### src/rtl/mem_pkg.sv
// Shared memory-path types and sizing for the packet buffer read/write paths.
package mem_pkg;

    localparam int unsigned ADDR_W     = 16;
    localparam int unsigned NUM_BLOCKS = 16;
    localparam int unsigned BLOCK_BITS = 32;
    localparam int unsigned BLK_CNT_W  = $clog2(NUM_BLOCKS);

    typedef logic [BLK_CNT_W-1:0] blk_cnt_t;

    typedef enum logic [1:0] {
        IDLE,
        ISSUE,
        STREAM
    } arb_state_t;

endpackage

### src/rtl/mem_read_arbiter_if.sv
// Requester-side and read-controller-side signal bundle for mem_read_arbiter.
// slave: the arbiter's view; master: the environment (requesters + controller).
interface mem_read_arbiter_if #(
    parameter int unsigned NUM_REQ = 4
) ();

    logic [NUM_REQ-1:0]                        req_i;
    logic [NUM_REQ-1:0][mem_pkg::ADDR_W-1:0]   req_addr_i;
    mem_pkg::blk_cnt_t [NUM_REQ-1:0]           req_size_i;
    logic [NUM_REQ-1:0]                        gnt_o;
    logic [mem_pkg::BLOCK_BITS-1:0]            rd_data_o;
    logic [NUM_REQ-1:0]                        rd_valid_o;
    logic [NUM_REQ-1:0]                        done_o;
    logic [NUM_REQ-1:0]                        err_o;
    logic                                      ctrl_re_o;
    logic [mem_pkg::ADDR_W-1:0]                ctrl_addr_o;
    mem_pkg::blk_cnt_t                         ctrl_size_o;
    logic                                      ctrl_valid_i;
    logic [mem_pkg::BLOCK_BITS-1:0]            ctrl_data_i;
    logic                                      ctrl_busy_i;

    modport slave (
        input  req_i, req_addr_i, req_size_i, ctrl_valid_i, ctrl_data_i, ctrl_busy_i,
        output gnt_o, rd_data_o, rd_valid_o, done_o, err_o, ctrl_re_o, ctrl_addr_o,
               ctrl_size_o
    );

    modport master (
        output req_i, req_addr_i, req_size_i, ctrl_valid_i, ctrl_data_i, ctrl_busy_i,
        input  gnt_o, rd_data_o, rd_valid_o, done_o, err_o, ctrl_re_o, ctrl_addr_o,
               ctrl_size_o
    );

endinterface

### src/rtl/mem_read_arbiter_rr_arbiter.sv
// Combinational round-robin picker: first requester at or after ptr, wrapping.
// Shared by the read and write paths.
module rr_arbiter #(
    parameter int unsigned NUM_REQ = 4
) (
    input  logic [NUM_REQ-1:0]         req,
    input  logic [$clog2(NUM_REQ)-1:0] ptr,
    output logic [NUM_REQ-1:0]         gnt,
    output logic [$clog2(NUM_REQ)-1:0] idx,
    output logic                       valid
);

    localparam int unsigned IDX_W = $clog2(NUM_REQ);

    int unsigned       cand;
    logic [IDX_W-1:0]  cand_idx;

    // Scan NUM_REQ positions starting at ptr; the first hit wins.
    always_comb begin
        gnt      = '0;
        idx      = '0;
        valid    = 1'b0;
        cand     = 0;
        cand_idx = '0;
        for (int unsigned k = 0; k < NUM_REQ; k++) begin
            cand     = (32'(ptr) + k) % NUM_REQ;
            cand_idx = IDX_W'(cand);
            if (!valid && req[cand_idx]) begin
                valid         = 1'b1;
                idx           = cand_idx;
                gnt[cand_idx] = 1'b1;
            end
        end
    end

endmodule

### src/rtl/mem_read_arbiter.sv
// Round-robin sharing of one memory read controller among NUM_REQ requesters.
// One burst in flight at a time; returned blocks are steered to the owner.
// Optional stall timeout enabled by defining MEM_RD_ARB_TIMEOUT_EN.
module mem_read_arbiter import mem_pkg::*; #(
    parameter int unsigned NUM_REQ     = 4,
    parameter int unsigned TIMEOUT_CYC = 64
) (
    input  logic              clk,
    input  logic              rst_n,
    mem_read_arbiter_if.slave bus
);

    localparam int unsigned IDX_W = $clog2(NUM_REQ);

    arb_state_t          state_q, state_d;
    logic [IDX_W-1:0]    rr_ptr_q, rr_ptr_d;
    logic [IDX_W-1:0]    owner_q, owner_d;
    logic [NUM_REQ-1:0]  owner_oh_q, owner_oh_d;
    logic [ADDR_W-1:0]   addr_q, addr_d;
    blk_cnt_t            size_q, size_d;
    blk_cnt_t            beat_q, beat_d;

    logic [NUM_REQ-1:0]  sel_gnt;
    logic [IDX_W-1:0]    sel_idx;
    logic                sel_valid;

    logic [NUM_REQ-1:0]  gnt, rd_valid, done, err;
    logic                ctrl_re;
    logic                timeout;

    rr_arbiter #(
        .NUM_REQ (NUM_REQ)
    ) u_rr (
        .req   (bus.req_i),
        .ptr   (rr_ptr_q),
        .gnt   (sel_gnt),
        .idx   (sel_idx),
        .valid (sel_valid)
    );

`ifdef MEM_RD_ARB_TIMEOUT_EN
    localparam int unsigned STALL_W = $clog2(TIMEOUT_CYC + 1);
    localparam logic [STALL_W-1:0] StallLast = STALL_W'(TIMEOUT_CYC - 1);

    logic [STALL_W-1:0] stall_q, stall_d;

    // Stall counter: cleared on STREAM entry and on every beat, counts idle STREAM cycles.
    always_comb begin
        stall_d = stall_q;
        if (state_q == ISSUE) begin
            stall_d = '0;
        end else if (state_q == STREAM) begin
            stall_d = bus.ctrl_valid_i ? '0 : stall_q + 1'b1;
        end
    end

    // Abort on the cycle that would make TIMEOUT_CYC beat-less cycles in a row.
    assign timeout = (state_q == STREAM) && !bus.ctrl_valid_i && (stall_q == StallLast);

    // Stall counter register.
    always_ff @(posedge clk or negedge rst_n) begin
        if (!rst_n) begin
            stall_q <= '0;
        end else begin
            stall_q <= stall_d;
        end
    end
`else
    logic unused_timeout_cyc;
    assign unused_timeout_cyc = ^TIMEOUT_CYC;
    assign timeout            = 1'b0;
`endif

    // Next-state and output decode for the IDLE/ISSUE/STREAM sequence.
    always_comb begin
        state_d    = state_q;
        rr_ptr_d   = rr_ptr_q;
        owner_d    = owner_q;
        owner_oh_d = owner_oh_q;
        addr_d     = addr_q;
        size_d     = size_q;
        beat_d     = beat_q;
        gnt        = '0;
        rd_valid   = '0;
        done       = '0;
        err        = '0;
        ctrl_re    = 1'b0;
        unique case (state_q)
            IDLE: begin
                if (sel_valid && !bus.ctrl_busy_i) begin
                    owner_d    = sel_idx;
                    owner_oh_d = sel_gnt;
                    addr_d     = bus.req_addr_i[sel_idx];
                    size_d     = bus.req_size_i[sel_idx];
                    state_d    = ISSUE;
                end
            end
            ISSUE: begin
                gnt      = owner_oh_q;
                rr_ptr_d = (owner_q == IDX_W'(NUM_REQ - 1)) ? '0 : owner_q + 1'b1;
                beat_d   = '0;
                if (size_q != '0) begin
                    ctrl_re = 1'b1;
                    state_d = STREAM;
                end else begin
                    // Empty burst completes without touching memory.
                    done    = owner_oh_q;
                    state_d = IDLE;
                end
            end
            STREAM: begin
                if (bus.ctrl_valid_i) begin
                    rd_valid = owner_oh_q;
                    if (beat_q == size_q - 1'b1) begin
                        done    = owner_oh_q;
                        beat_d  = '0;
                        state_d = IDLE;
                    end else begin
                        beat_d = beat_q + 1'b1;
                    end
                end else if (timeout) begin
                    err     = owner_oh_q;
                    beat_d  = '0;
                    state_d = IDLE;
                end
            end
            default: state_d = IDLE;
        endcase
    end

    // State, pointer and latched burst descriptor.
    always_ff @(posedge clk or negedge rst_n) begin
        if (!rst_n) begin
            state_q    <= IDLE;
            rr_ptr_q   <= '0;
            owner_q    <= '0;
            owner_oh_q <= '0;
            addr_q     <= '0;
            size_q     <= '0;
            beat_q     <= '0;
        end else begin
            state_q    <= state_d;
            rr_ptr_q   <= rr_ptr_d;
            owner_q    <= owner_d;
            owner_oh_q <= owner_oh_d;
            addr_q     <= addr_d;
            size_q     <= size_d;
            beat_q     <= beat_d;
        end
    end

    assign bus.gnt_o       = gnt;
    assign bus.rd_valid_o  = rd_valid;
    assign bus.done_o      = done;
    assign bus.ctrl_re_o   = ctrl_re;
    assign bus.ctrl_addr_o = addr_q;
    assign bus.ctrl_size_o = size_q;
    assign bus.rd_data_o   = bus.ctrl_data_i;
`ifdef MEM_RD_ARB_TIMEOUT_EN
    assign bus.err_o       = err;
`else
    assign bus.err_o       = '0;
`endif

endmodule

### src/flat_wrapper.sv
// flat-port wrapper written by rule: the top's interface ports become plain ports
module mem_read_arbiter_flat import mem_pkg::*;
#(
    parameter int unsigned NUM_REQ     = 4,
    parameter int unsigned TIMEOUT_CYC = 64
)
  (clk, rst_n, bus_req_i, bus_req_addr_i, bus_req_size_i, bus_ctrl_valid_i, bus_ctrl_data_i, bus_ctrl_busy_i, bus_gnt_o, bus_rd_data_o, bus_rd_valid_o, bus_done_o, bus_err_o, bus_ctrl_re_o, bus_ctrl_addr_o, bus_ctrl_size_o);
  mem_read_arbiter_if #(.NUM_REQ(NUM_REQ)) bus_i ();
  input  logic clk;
  input  logic rst_n;
  input wire logic [$bits(bus_i.req_i)-1:0] bus_req_i;
  input wire logic [$bits(bus_i.req_addr_i)-1:0] bus_req_addr_i;
  input wire logic [$bits(bus_i.req_size_i)-1:0] bus_req_size_i;
  input wire logic [$bits(bus_i.ctrl_valid_i)-1:0] bus_ctrl_valid_i;
  input wire logic [$bits(bus_i.ctrl_data_i)-1:0] bus_ctrl_data_i;
  input wire logic [$bits(bus_i.ctrl_busy_i)-1:0] bus_ctrl_busy_i;
  output wire logic [$bits(bus_i.gnt_o)-1:0] bus_gnt_o;
  output wire logic [$bits(bus_i.rd_data_o)-1:0] bus_rd_data_o;
  output wire logic [$bits(bus_i.rd_valid_o)-1:0] bus_rd_valid_o;
  output wire logic [$bits(bus_i.done_o)-1:0] bus_done_o;
  output wire logic [$bits(bus_i.err_o)-1:0] bus_err_o;
  output wire logic [$bits(bus_i.ctrl_re_o)-1:0] bus_ctrl_re_o;
  output wire logic [$bits(bus_i.ctrl_addr_o)-1:0] bus_ctrl_addr_o;
  output wire logic [$bits(bus_i.ctrl_size_o)-1:0] bus_ctrl_size_o;
  assign bus_i.req_i = bus_req_i;
  assign bus_i.req_addr_i = bus_req_addr_i;
  assign bus_i.req_size_i = bus_req_size_i;
  assign bus_i.ctrl_valid_i = bus_ctrl_valid_i;
  assign bus_i.ctrl_data_i = bus_ctrl_data_i;
  assign bus_i.ctrl_busy_i = bus_ctrl_busy_i;
  assign bus_gnt_o = bus_i.gnt_o;
  assign bus_rd_data_o = bus_i.rd_data_o;
  assign bus_rd_valid_o = bus_i.rd_valid_o;
  assign bus_done_o = bus_i.done_o;
  assign bus_err_o = bus_i.err_o;
  assign bus_ctrl_re_o = bus_i.ctrl_re_o;
  assign bus_ctrl_addr_o = bus_i.ctrl_addr_o;
  assign bus_ctrl_size_o = bus_i.ctrl_size_o;
  mem_read_arbiter #(.NUM_REQ(NUM_REQ), .TIMEOUT_CYC(TIMEOUT_CYC)) u_core (.clk(clk), .rst_n(rst_n), .bus(bus_i));
endmodule
### config.mk
export PLATFORM = sky130hd
export DESIGN_NAME = mem_read_arbiter_flat
export DESIGN_NICKNAME = d
export VERILOG_FILES = /design/src/rtl/mem_pkg.sv /design/src/rtl/mem_read_arbiter_if.sv /design/src/rtl/mem_read_arbiter_rr_arbiter.sv /design/src/rtl/mem_read_arbiter.sv /design/src/flat_wrapper.sv
export SDC_FILE = /design/constraint.sdc
export NUM_CORES = 1
export LEC_CHECK = 0
export CORE_ASPECT_RATIO = 0.5
export CORE_MARGIN = 2
export CORE_UTILIZATION = 37
export CTS_BUF_LIST = sky130_fd_sc_hd__clkbuf_8
export DETAILED_ROUTE_END_ITERATION = 16
export GPL_ROUTABILITY_DRIVEN = 0
export PLACE_DENSITY = 0.89
export SLEW_MARGIN = 30
export SYNTH_ARGS = -nofsm -noshare
export SYNTH_HDL_FRONTEND = slang
export SYNTH_SLANG_ARGS = --single-unit
### constraint.sdc
create_clock -name clk -period 3.8 [get_ports clk]
set_input_delay 0.76 -clock clk [delete_from_list [all_inputs] [get_ports clk]]
set_output_delay 0.76 -clock clk [all_outputs]
set_load 0.005 [all_outputs]
==> results of run 1 <==
-- worst max path at each step --
stage / from / end / slack (ns) / depth (start not counted)
after floorplan: u_core.rr_ptr_q[0]$_DFFE_PN0P_ / u_core.bus.ctrl_addr_o[15]$_DFFE_PN0P_ / 1.01 / 9
after CTS: u_core.bus.ctrl_size_o[0]$_DFFE_PN0P_ / bus_done_o[1] / 0.35 / 7
after detailed placement: bus_req_i[1] / u_core.bus.ctrl_addr_o[5]$_DFFE_PN0P_ / 0.38 / 7
after global routing: u_core.bus.ctrl_size_o[0]$_DFFE_PN0P_ / bus_done_o[1] / 0.22 / 7
final: u_core.bus.ctrl_size_o[0]$_DFFE_PN0P_ / bus_done_o[1] / 0.37 / 7
after global placement: bus_req_i[1] / u_core.bus.ctrl_addr_o[10]$_DFFE_PN0P_ / 0.45 / 7
-- area by class of cell --
type                       count  area, um^2
fill                         660        3420
multi-input combinational    203        1580
timing repair buffer         126        1250
sequential                    34         851
tap                           96         120
clock buffer                   6        82.6
inverter                       9        33.8
-- worst max-delay path, delay by kind of cell, from the launching register on --
kind | cells | cell delay [ns]
adders and majority gates | 1 | 0.32
buffers and inverters | 2 | 0.61
xor gates and xnor gates | 1 | 0.16
and+or+nand+nor | 2 | 0.37
AOI/OAI and AO/OA | 1 | 0.49
DFF | 1 | 0.45
-- sequential cells by signal, summed over array words and instances, names as in the netlist --
register                cells
u_core.beat_q               4
u_core.bus.ctrl_addr_o     16
u_core.bus.ctrl_size_o      4
u_core.owner_oh_q           4
u_core.owner_q              2
u_core.rr_ptr_q             2
u_core.state_q              2
-- kinds of logic after synthesis --
family,Yosys count
AND/OR/NAND/NOR,74
buffers and inverters,60
AO/OA/AOI/OAI,58
multiplexers,47
flip-flops,34
adder cells (fa/ha/maj),15
XOR/XNOR,5
other,1
-- routing by layer --
metal / part of all wire, % / up-vias
met2: 52 / 68
met4: 1.0 / 0
met3: 3.9 / 8
met5: 0 / -
met1: 44 / 1191
li1: - / 1209
-- placed cells by master (no fill, tap or decap), types with 4 or more instances in the layout --
cell type | Yosys | routed
ha_1 | 15 | 15
conb_1 | 1 | 4
o221ai_1 | 20 | 20
mux2i_1 | 42 | 42
nor2_1 | 8 | 8
nand3_1 | 4 | 4
and2_1 | 5 | 5
buf_4 | 37 | 5
clkbuf_8 | 0 | 6
nand2_1 | 33 | 33
and3_1 | 8 | 8
a31oi_1 | 4 | 4
dfrtp_1 | 34 | 34
a21oi_1 | 5 | 5
or2_2 | 4 | 4
clkdlybuf4s50_1 | 0 | 119
a22oi_1 | 9 | 9
o21ai_0 | 8 | 8
inv_1 | 9 | 9
-- power breakdown --
| part | switching, mW | internal, mW |
|---|---|---|
| registers | 0.169 | 0.525 |
| clock network | 0.125 | 0.140 |
| logic | 0.798 | 0.910 |
| total | 1.09 | 1.58 |
-- per-stage QoR --
stage,cells,worst slack (ns),instance area [um^2]
6_report,474,0.366,3930
5_1_grt,474,0.223,3930
4_1_cts,474,0.355,3930
3_5_place_dp,468,0.380,3840
3_3_place_gp,468,0.454,3840
2_1_floorplan,297,1.01,2840
==> flow_summary.yaml, run 1 <==
floorplan:
  start_util_pct: 38.4
  die_area_um2: 8390
  die_y_um: 65.8
  placeableCoreArea_um2: 7350
  fp.dieW_um: 128
  ioPinCount: 189
  num_rows: 22
worst_setup_path:
  r2r_end: "u_core.bus.ctrl_addr_o[10]$_DFFE_PN0P_"
  critPathArrivalTime_ns: 2.67
  start_kind: "flop"
  r2r_cells: 8
  crit_chain: "inv_1 > ha_1 > xor2_1 > nand3_1 > o31ai_1 > and3_1 > clkdlybuf4s50_1"
  path_class: "flop to primary output"
  cp-end-kind: "primary output"
  r2r_start: "u_core.rr_ptr_q[0]$_DFFE_PN0P_"
  crit_fanout: 5
  required_ns: 3.04
  slowest_stage: "clkdlybuf4s50_1"
  r2r_setup_slack_ns: 0.61
  max_stage_delay_ns: 0.50
timing:
  max_freq_ghz: 0.291
  fin_skew_ns: 0.00663
  holdWs_ns: 0.491
  tns_ns: 0
  tightest_slew_ns: 0.787
  hold_viol_final: 0
  period_needed_ns: 3.43
  relSlewSlack_pct: 47.5
  fin_crit_sh_pct: 90.4
  rsz0062_at_grt: "no"
  setup_viol_count_final: 0
  drv_slew: 0
clock_tree:
  insertion_delay_ns: 0.28
  post_cts_buffers: 0
  htreeDepth: 2
  cts_tree: "yes"
  cts_root_buf: "clkbuf_8"
  cts_buffers: 5
  cts.sinks: 34
  path_clk_slew_ns: 0.07
  cts_max_path_buffers: 2
  cts_hold_buf: 0
  cts_resized: 0
logic_synthesis:
  syn_area_um2: 2830
  synth-edff-count: 0
  synth_common_cells: "mux2i_1, buf_4, dfrtp_1"
  syn_inst: 294
  synthSimpleGateAreaFrac_pct: 13.1
  synth_cell_type_count: 41
  synth_warnings: 0
  synth_xor_area_share_pct: 2.04
  synthMostInstantiatedCell: "mux2i_1"
  ys_seq_area_share_pct: 30.1
  async_flop_share_pct: 100
  muxShareOfSynthArea_pct: 18.3
  synth_top_area_share_pct: 30.1
  ys_seq_elements: 34
  synthAdderAreaFrac_pct: 6.64
  synth_top_family_by_area: "multiplexers"
  synth_compound_area_share_pct: 15.5
  avgSynthCellArea_um2: 9.61
  ys_top_cells_by_area: "dfrtp_1, mux2i_1, buf_4"
  ys.flop_type: "dfrtp_1"
  yosysTopAreaCell: "dfrtp_1"
global_route:
  grt_usage_pct: 18.4
  grt_pass1_vias: 2515
  busiest_layer: "met2"
  grt_max_degree: 42
  use_met1_pct: 22.6
  met3_usage_pct: 2.99
  antenna_found_initial: 0
  grt_use_met2_pct: 33.8
  grt_overflow: 0
  grt_pass1_wl_um: 12200
routing:
  drt_pre_antenna_iters: 4
  wl_per_cell_um: 16.4
  vias_per_cell: 5.22
  drt_wl_total_um: 7780
  vias: 2476
  antenna_left: 0
  drc: 0
  drt_iter0_drc: 110
hold_path:
  min_to: "u_core.bus.ctrl_addr_o[7]$_DFFE_PN0P_"
  hold_depth: 2
  hold_path.startpoint: "u_core.bus.ctrl_addr_o[7]$_DFFE_PN0P_"
  min_path_type: "flop to flop"
layout:
  fin_util_pct: 53.4
  drive_gt1_share_pct: 6.08
  area_delta_synth_final_pct: 38.9
  antenna_cells: 0
  finalNetCount: 514
status:
  outcome: "finished clean"
placed_design:
  port-buffer-count: 120
  dp_hpwl_um: 6020
power:
  leakage_nw: 1.70
  ir_worst_vdd_uv: 312
  powerDensity_nw_per_um2: 680
  total_power_mw: 2.67
run:
  maxCapViolCount: 0
No activity file was read; power rests on OpenSTA's default activity.
==> run 2: changes to the inputs <==
- CELL_PAD_IN_SITES_DETAIL_PLACEMENT: not set -> 0
- CELL_PAD_IN_SITES_GLOBAL_PLACEMENT: not set -> 1
- CORE_UTILIZATION: 37 -> 26
==> run 2 against run 1 <==
  * Clock skew shrank 0.0024 ns
  * First-iteration DRC count shrank 41%
  * Critical path type unchanged
  * Total power grew 2.7%
  * Maximum frequency grew 0.76%
  * Sequential share of layout area shrank 0.46 points
  * Critical path depth is the same
==> flow_summary.yaml, run 2 (synthesis results as in run 1) <==
status:
  outcome: "finished clean"
clock_tree:
  cts_max_path_buffers: 2
  cts_hold_buf: 0
  cts_buffers: 5
  htreeDepth: 2
  cts.sinks: 34
  path_clk_slew_ns: 0.07
  post_cts_buffers: 0
  insertion_delay_ns: 0.29
  cts_resized: 0
  cts_tree: "yes"
  cts_root_buf: "clkbuf_8"
worst_setup_path:
  cp-end-kind: "primary output"
  required_ns: 3.04
  crit_fanout: 5
  r2r_start: "u_core.rr_ptr_q[1]$_DFFE_PN0P_"
  start_kind: "flop"
  r2r_setup_slack_ns: 0.93
  crit_chain: "inv_1 > ha_1 > xor2_1 > nand3_1 > o31ai_1 > and3_1 > clkdlybuf4s50_1"
  critPathTopFamily: "buffers and inverters"
  max_stage_delay_ns: 0.51
  r2r_cells: 8
  critPathBufInv: 2
  slowest_stage: "clkdlybuf4s50_1"
  r2r_end: "u_core.bus.ctrl_addr_o[4]$_DFFE_PN0P_"
  path_class: "flop to primary output"
  critPathArrivalTime_ns: 2.65
routing:
  drt_wl_total_um: 7900
  drc: 0
  antenna_left: 0
  drt_iter0_drc: 65
  vias: 2443
  wl_per_cell_um: 15.2
  drt_pre_antenna_iters: 4
  vias_per_cell: 4.71
timing:
  drv_slew: 0
  setup_viol_count_final: 0
  tns_ns: 0
  rsz0062_at_grt: "no"
  setup_ws_ns: 0.392
  period_needed_ns: 3.41
  relSlewSlack_pct: 44.6
  holdWs_ns: 0.490
  tightest_slew_ns: 0.831
  max_freq_ghz: 0.293
  fin_skew_ns: 0.00426
  fin_crit_sh_pct: 89.7
  hold_viol_final: 0
global_route:
  antenna_found_initial: 0
  grt_usage_pct: 13.6
  grt_pass1_vias: 2465
  grt_pass1_wl_um: 12500
  grt_max_degree: 42
  grt_overflow: 0
hold_path:
  hold_path.startpoint: "u_core.bus.ctrl_addr_o[15]$_DFFE_PN0P_"
  min_path_type: "flop to flop"
  hold_depth: 2
  min_to: "u_core.bus.ctrl_addr_o[15]$_DFFE_PN0P_"
floorplan:
  placeableCoreArea_um2: 10400
  ioPinCount: 189
  fp.dieW_um: 151
  start_util_pct: 27.2
  die_y_um: 77.7
  num_rows: 26
  die_area_um2: 11800
layout:
  drive_gt1_share_pct: 6.33
  most-common-layout-cells: "clkdlybuf4s50_1, mux2i_1, dfrtp_1, nand2_1, o221ai_1"
  fin_util_pct: 38.6
  final_common_cell: "clkdlybuf4s50_1"
  area_delta_synth_final_pct: 41.9
  finalNetCount: 514
  largest_reg_flops: 16
  antenna_cells: 0
placed_design:
  dp_hpwl_um: 6140
  port-buffer-count: 120
  pre_cts_ws_ns: 0.403
power:
  ir_worst_vdd_uv: 372
  leakage_nw: 1.72
  powerDensity_nw_per_um2: 683
run:
  maxCapViolCount: 0
## run 2: cell count changes in the layout (fill, tap and decap cells not counted), sizes merged
cell	delta
bufinv	+1
## run 2: power by group
| group | switching (mW) | internal (mW) |
|---|---|---|
| logic | 0.815 | 0.912 |
| registers | 0.141 | 0.525 |
| clock network | 0.138 | 0.210 |
## run 2: worst max path at each step
stage / cells past startpoint / from / to / slack, ns
after floorplan: 9 / u_core.rr_ptr_q[0]$_DFFE_PN0P_ / u_core.bus.ctrl_addr_o[15]$_DFFE_PN0P_ / 1.01
after global placement: 5 / bus_ctrl_valid_i / bus_done_o[2] / 0.48
after detailed placement: 5 / bus_ctrl_valid_i / bus_done_o[1] / 0.40
after CTS: 7 / u_core.bus.ctrl_size_o[0]$_DFFE_PN0P_ / bus_done_o[1] / 0.35
after global routing: 7 / u_core.bus.ctrl_size_o[0]$_DFFE_PN0P_ / bus_done_o[0] / 0.24
final: 7 / u_core.bus.ctrl_size_o[0]$_DFFE_PN0P_ / bus_done_o[1] / 0.39
## run 2: worst register-to-register path: cells and delay by family, from the launching register on
family / cells / cell delay [ns]
flip-flops: 1 / 0.56
buffers and inverters: 2 / 0.47
AO/OA/AOI/OAI: 3 / 0.56
multiplexers: 2 / 0.72
adder cells (fa/ha/maj): 1 / 0.43
## run 2: final cells by class
cell class | count | area (um^2)
multi-input combinational | 203 | 1580
clock inverter | 1 | 30.0
inverter | 9 | 33.8
tap | 140 | 175
fill | 1058 | 6370
timing repair buffer | 126 | 1250
clock buffer | 6 | 82.6
sequential | 34 | 851
## run 2: layer usage
metal	GRT usage [%]	routed length (um)	vias to the layer above
met5	0	0	-
met4	4.58	146	0
met3	3.18	414	18
met2	23.0	3850	81
met1	16.9	3490	1146
li1	-	-	1198
## run 2: per-stage QoR
| step | total power [mW] | cell area [um^2] | cells |
|---|---|---|---|
| final | 2.74 | 4010 | 519 |
| after global routing | 2.98 | 4010 | 519 |
| after CTS | 2.79 | 4010 | 519 |
| after detailed placement | 2.42 | 3900 | 512 |
| after global placement | 2.38 | 3900 | 512 |
| after floorplan | 1.83 | 2840 | 297 |
==> run 3: changes to the inputs <==
- clock period: 3.8 -> 3.75 ns (I/O delays scaled with it)
==> run 3 against run 2 <==
  * Clock skew increased by 0.0012 ns
  * Cell count up 0.19%
  * Final area down 0.44%
  * Sequential power up 0.9%
  * Sequential cell count unchanged
  * Critical endpoint is now bus_done_o[0]
==> flow_summary.yaml, run 3 (synthesis results as in run 1) <==
clock_tree:
  cts_max_path_buffers: 2
  cts_root_buf: "clkbuf_8"
  post_cts_buffers: 0
  cts_tree: "yes"
  cts_buffers: 5
  cts_hold_buf: 0
  htreeDepth: 2
  cts.sinks: 34
  cts_resized: 0
  path_clk_slew_ns: 0.08
  insertion_delay_ns: 0.29
power:
  leakage_nw: 1.71
  ir_worst_vdd_uv: 390
  powerDensity_nw_per_um2: 682
placed_design:
  port-buffer-count: 120
  pre_cts_ws_ns: 0.357
  dp_hpwl_um: 6120
timing:
  max_freq_ghz: 0.295
  tns_ns: 0
  relSlewSlack_pct: 45.5
  hold_viol_final: 0
  tightest_slew_ns: 0.817
  fin_crit_sh_pct: 90.3
  drv_slew: 0
  setup_viol_count_final: 0
  setup_ws_ns: 0.365
  fin_skew_ns: 0.00550
  period_needed_ns: 3.39
  rsz0062_at_grt: "no"
status:
  outcome: "finished clean"
worst_setup_path:
  required_ns: 3.00
  crit_fanout: 5
  cp-end-kind: "primary output"
  critPathArrivalTime_ns: 2.64
  path_class: "flop to primary output"
  start_kind: "flop"
global_route:
  antenna_found_initial: 0
  grt_overflow: 0
  grt_usage_pct: 13.7
  grt_max_degree: 42
  grt_pass1_wl_um: 12500
  grt_pass1_vias: 2368
routing:
  wl_per_cell_um: 15.5
  maxUsedRoutingLayer: "met4"
  vias_per_cell: 4.72
  drt_wl_total_um: 8050
  met1_length_um: 3730
  drc: 0
  wl_met3_um: 345
  vias: 2453
  drt_iter0_drc: 86
  met2_length_um: 3830
  drt_pre_antenna_iters: 4
  antenna_left: 0
floorplan:
  ioPinCount: 189
  fp.dieW_um: 151
  die_area_um2: 11800
  placeableCoreArea_um2: 10400
  start_util_pct: 27.2
  num_rows: 26
  die_y_um: 77.7
layout:
  most-common-layout-cells: "clkdlybuf4s50_1, mux2i_1, dfrtp_1, nand2_1, o221ai_1"
  final_common_cell: "clkdlybuf4s50_1"
  largest_reg_flops: 16
  drive_gt1_share_pct: 6.58
  nFillCells: 1058
  area_delta_synth_final_pct: 41.3
  fin_util_pct: 38.5
  finalNetCount: 514
  antenna_cells: 0
run:
  maxCapViolCount: 0
hold_path:
  min_path_type: "flop to flop"
[run 3: cell count changes in the layout (fill, tap and decap cells not counted)]
cell	delta
clkinv_2	+1
clkinvlp_4	+1
bufinv_16	-1
[run 3: layer usage]
layer	vias up	GRT usage [%]
met5	-	0
met4	0	4.58
met3	16	3.12
met2	76	22.9
met1	1159	17.6
li1	1202	-
[run 3: through the flow]
stage / instance area [um^2] / hold slack (ns) / std cells / total power [mW]
after global placement: 3900 / 0.469 / 512 / 2.41
after CTS: 3990 / 0.501 / 520 / 2.77
after floorplan: 2840 / 0.451 / 297 / 1.85
after global routing: 3990 / 0.512 / 520 / 2.97
final: 3990 / 0.494 / 520 / 2.72
after detailed placement: 3900 / 0.479 / 512 / 2.45
[run 3: worst max-delay path, stage by stage (launching register included)]
cell,delay (ns)
dfrtp_1,0.47
inv_1,0.10
ha_1,0.31
xor2_1,0.15
nand3_1,0.11
o31ai_1,0.47
and3_1,0.23
clkdlybuf4s50_1,0.50
[run 3: area by class of cell]
class,count,area (um^2),share of cell area [%]
clock buffer,6,82.6,2.07
clock inverter,2,12.5,0.313
inverter,9,33.8,0.846
multi-input combinational,203,1580,39.7
sequential,34,851,21.3
tap,140,175,4.39
timing repair buffer,126,1250,31.4
[run 3: where the power goes]
group          switching (mW)  leakage (nW)  internal (mW)
registers               0.141         0.425          0.532
clock network           0.156        0.0472          0.148
logic                   0.823          1.23          0.924
[run 3: path summary, 6_finish.rpt]
check	endpoint	slack, ns	cells after the start	start
worst max-delay path	bus_done_o[0]	0.36	7	u_core.bus.ctrl_size_o[0]$_DFFE_PN0P_
worst min-delay path	u_core.bus.ctrl_addr_o[13]$_DFFE_PN0P_	0.49	2	u_core.bus.ctrl_addr_o[13]$_DFFE_PN0P_
worst max register to register	u_core.bus.ctrl_addr_o[3]$_DFFE_PN0P_	0.90	8	u_core.rr_ptr_q[1]$_DFFE_PN0P_
worst min register to register	u_core.bus.ctrl_addr_o[13]$_DFFE_PN0P_	0.49	2	u_core.bus.ctrl_addr_o[13]$_DFFE_PN0P_
max in group asynchronous	u_core.bus.ctrl_addr_o[9]$_DFFE_PN0P_	2.69	1	rst_n
min in group asynchronous	u_core.beat_q[2]$_DFFE_PN0P_	0.54	1	rst_n
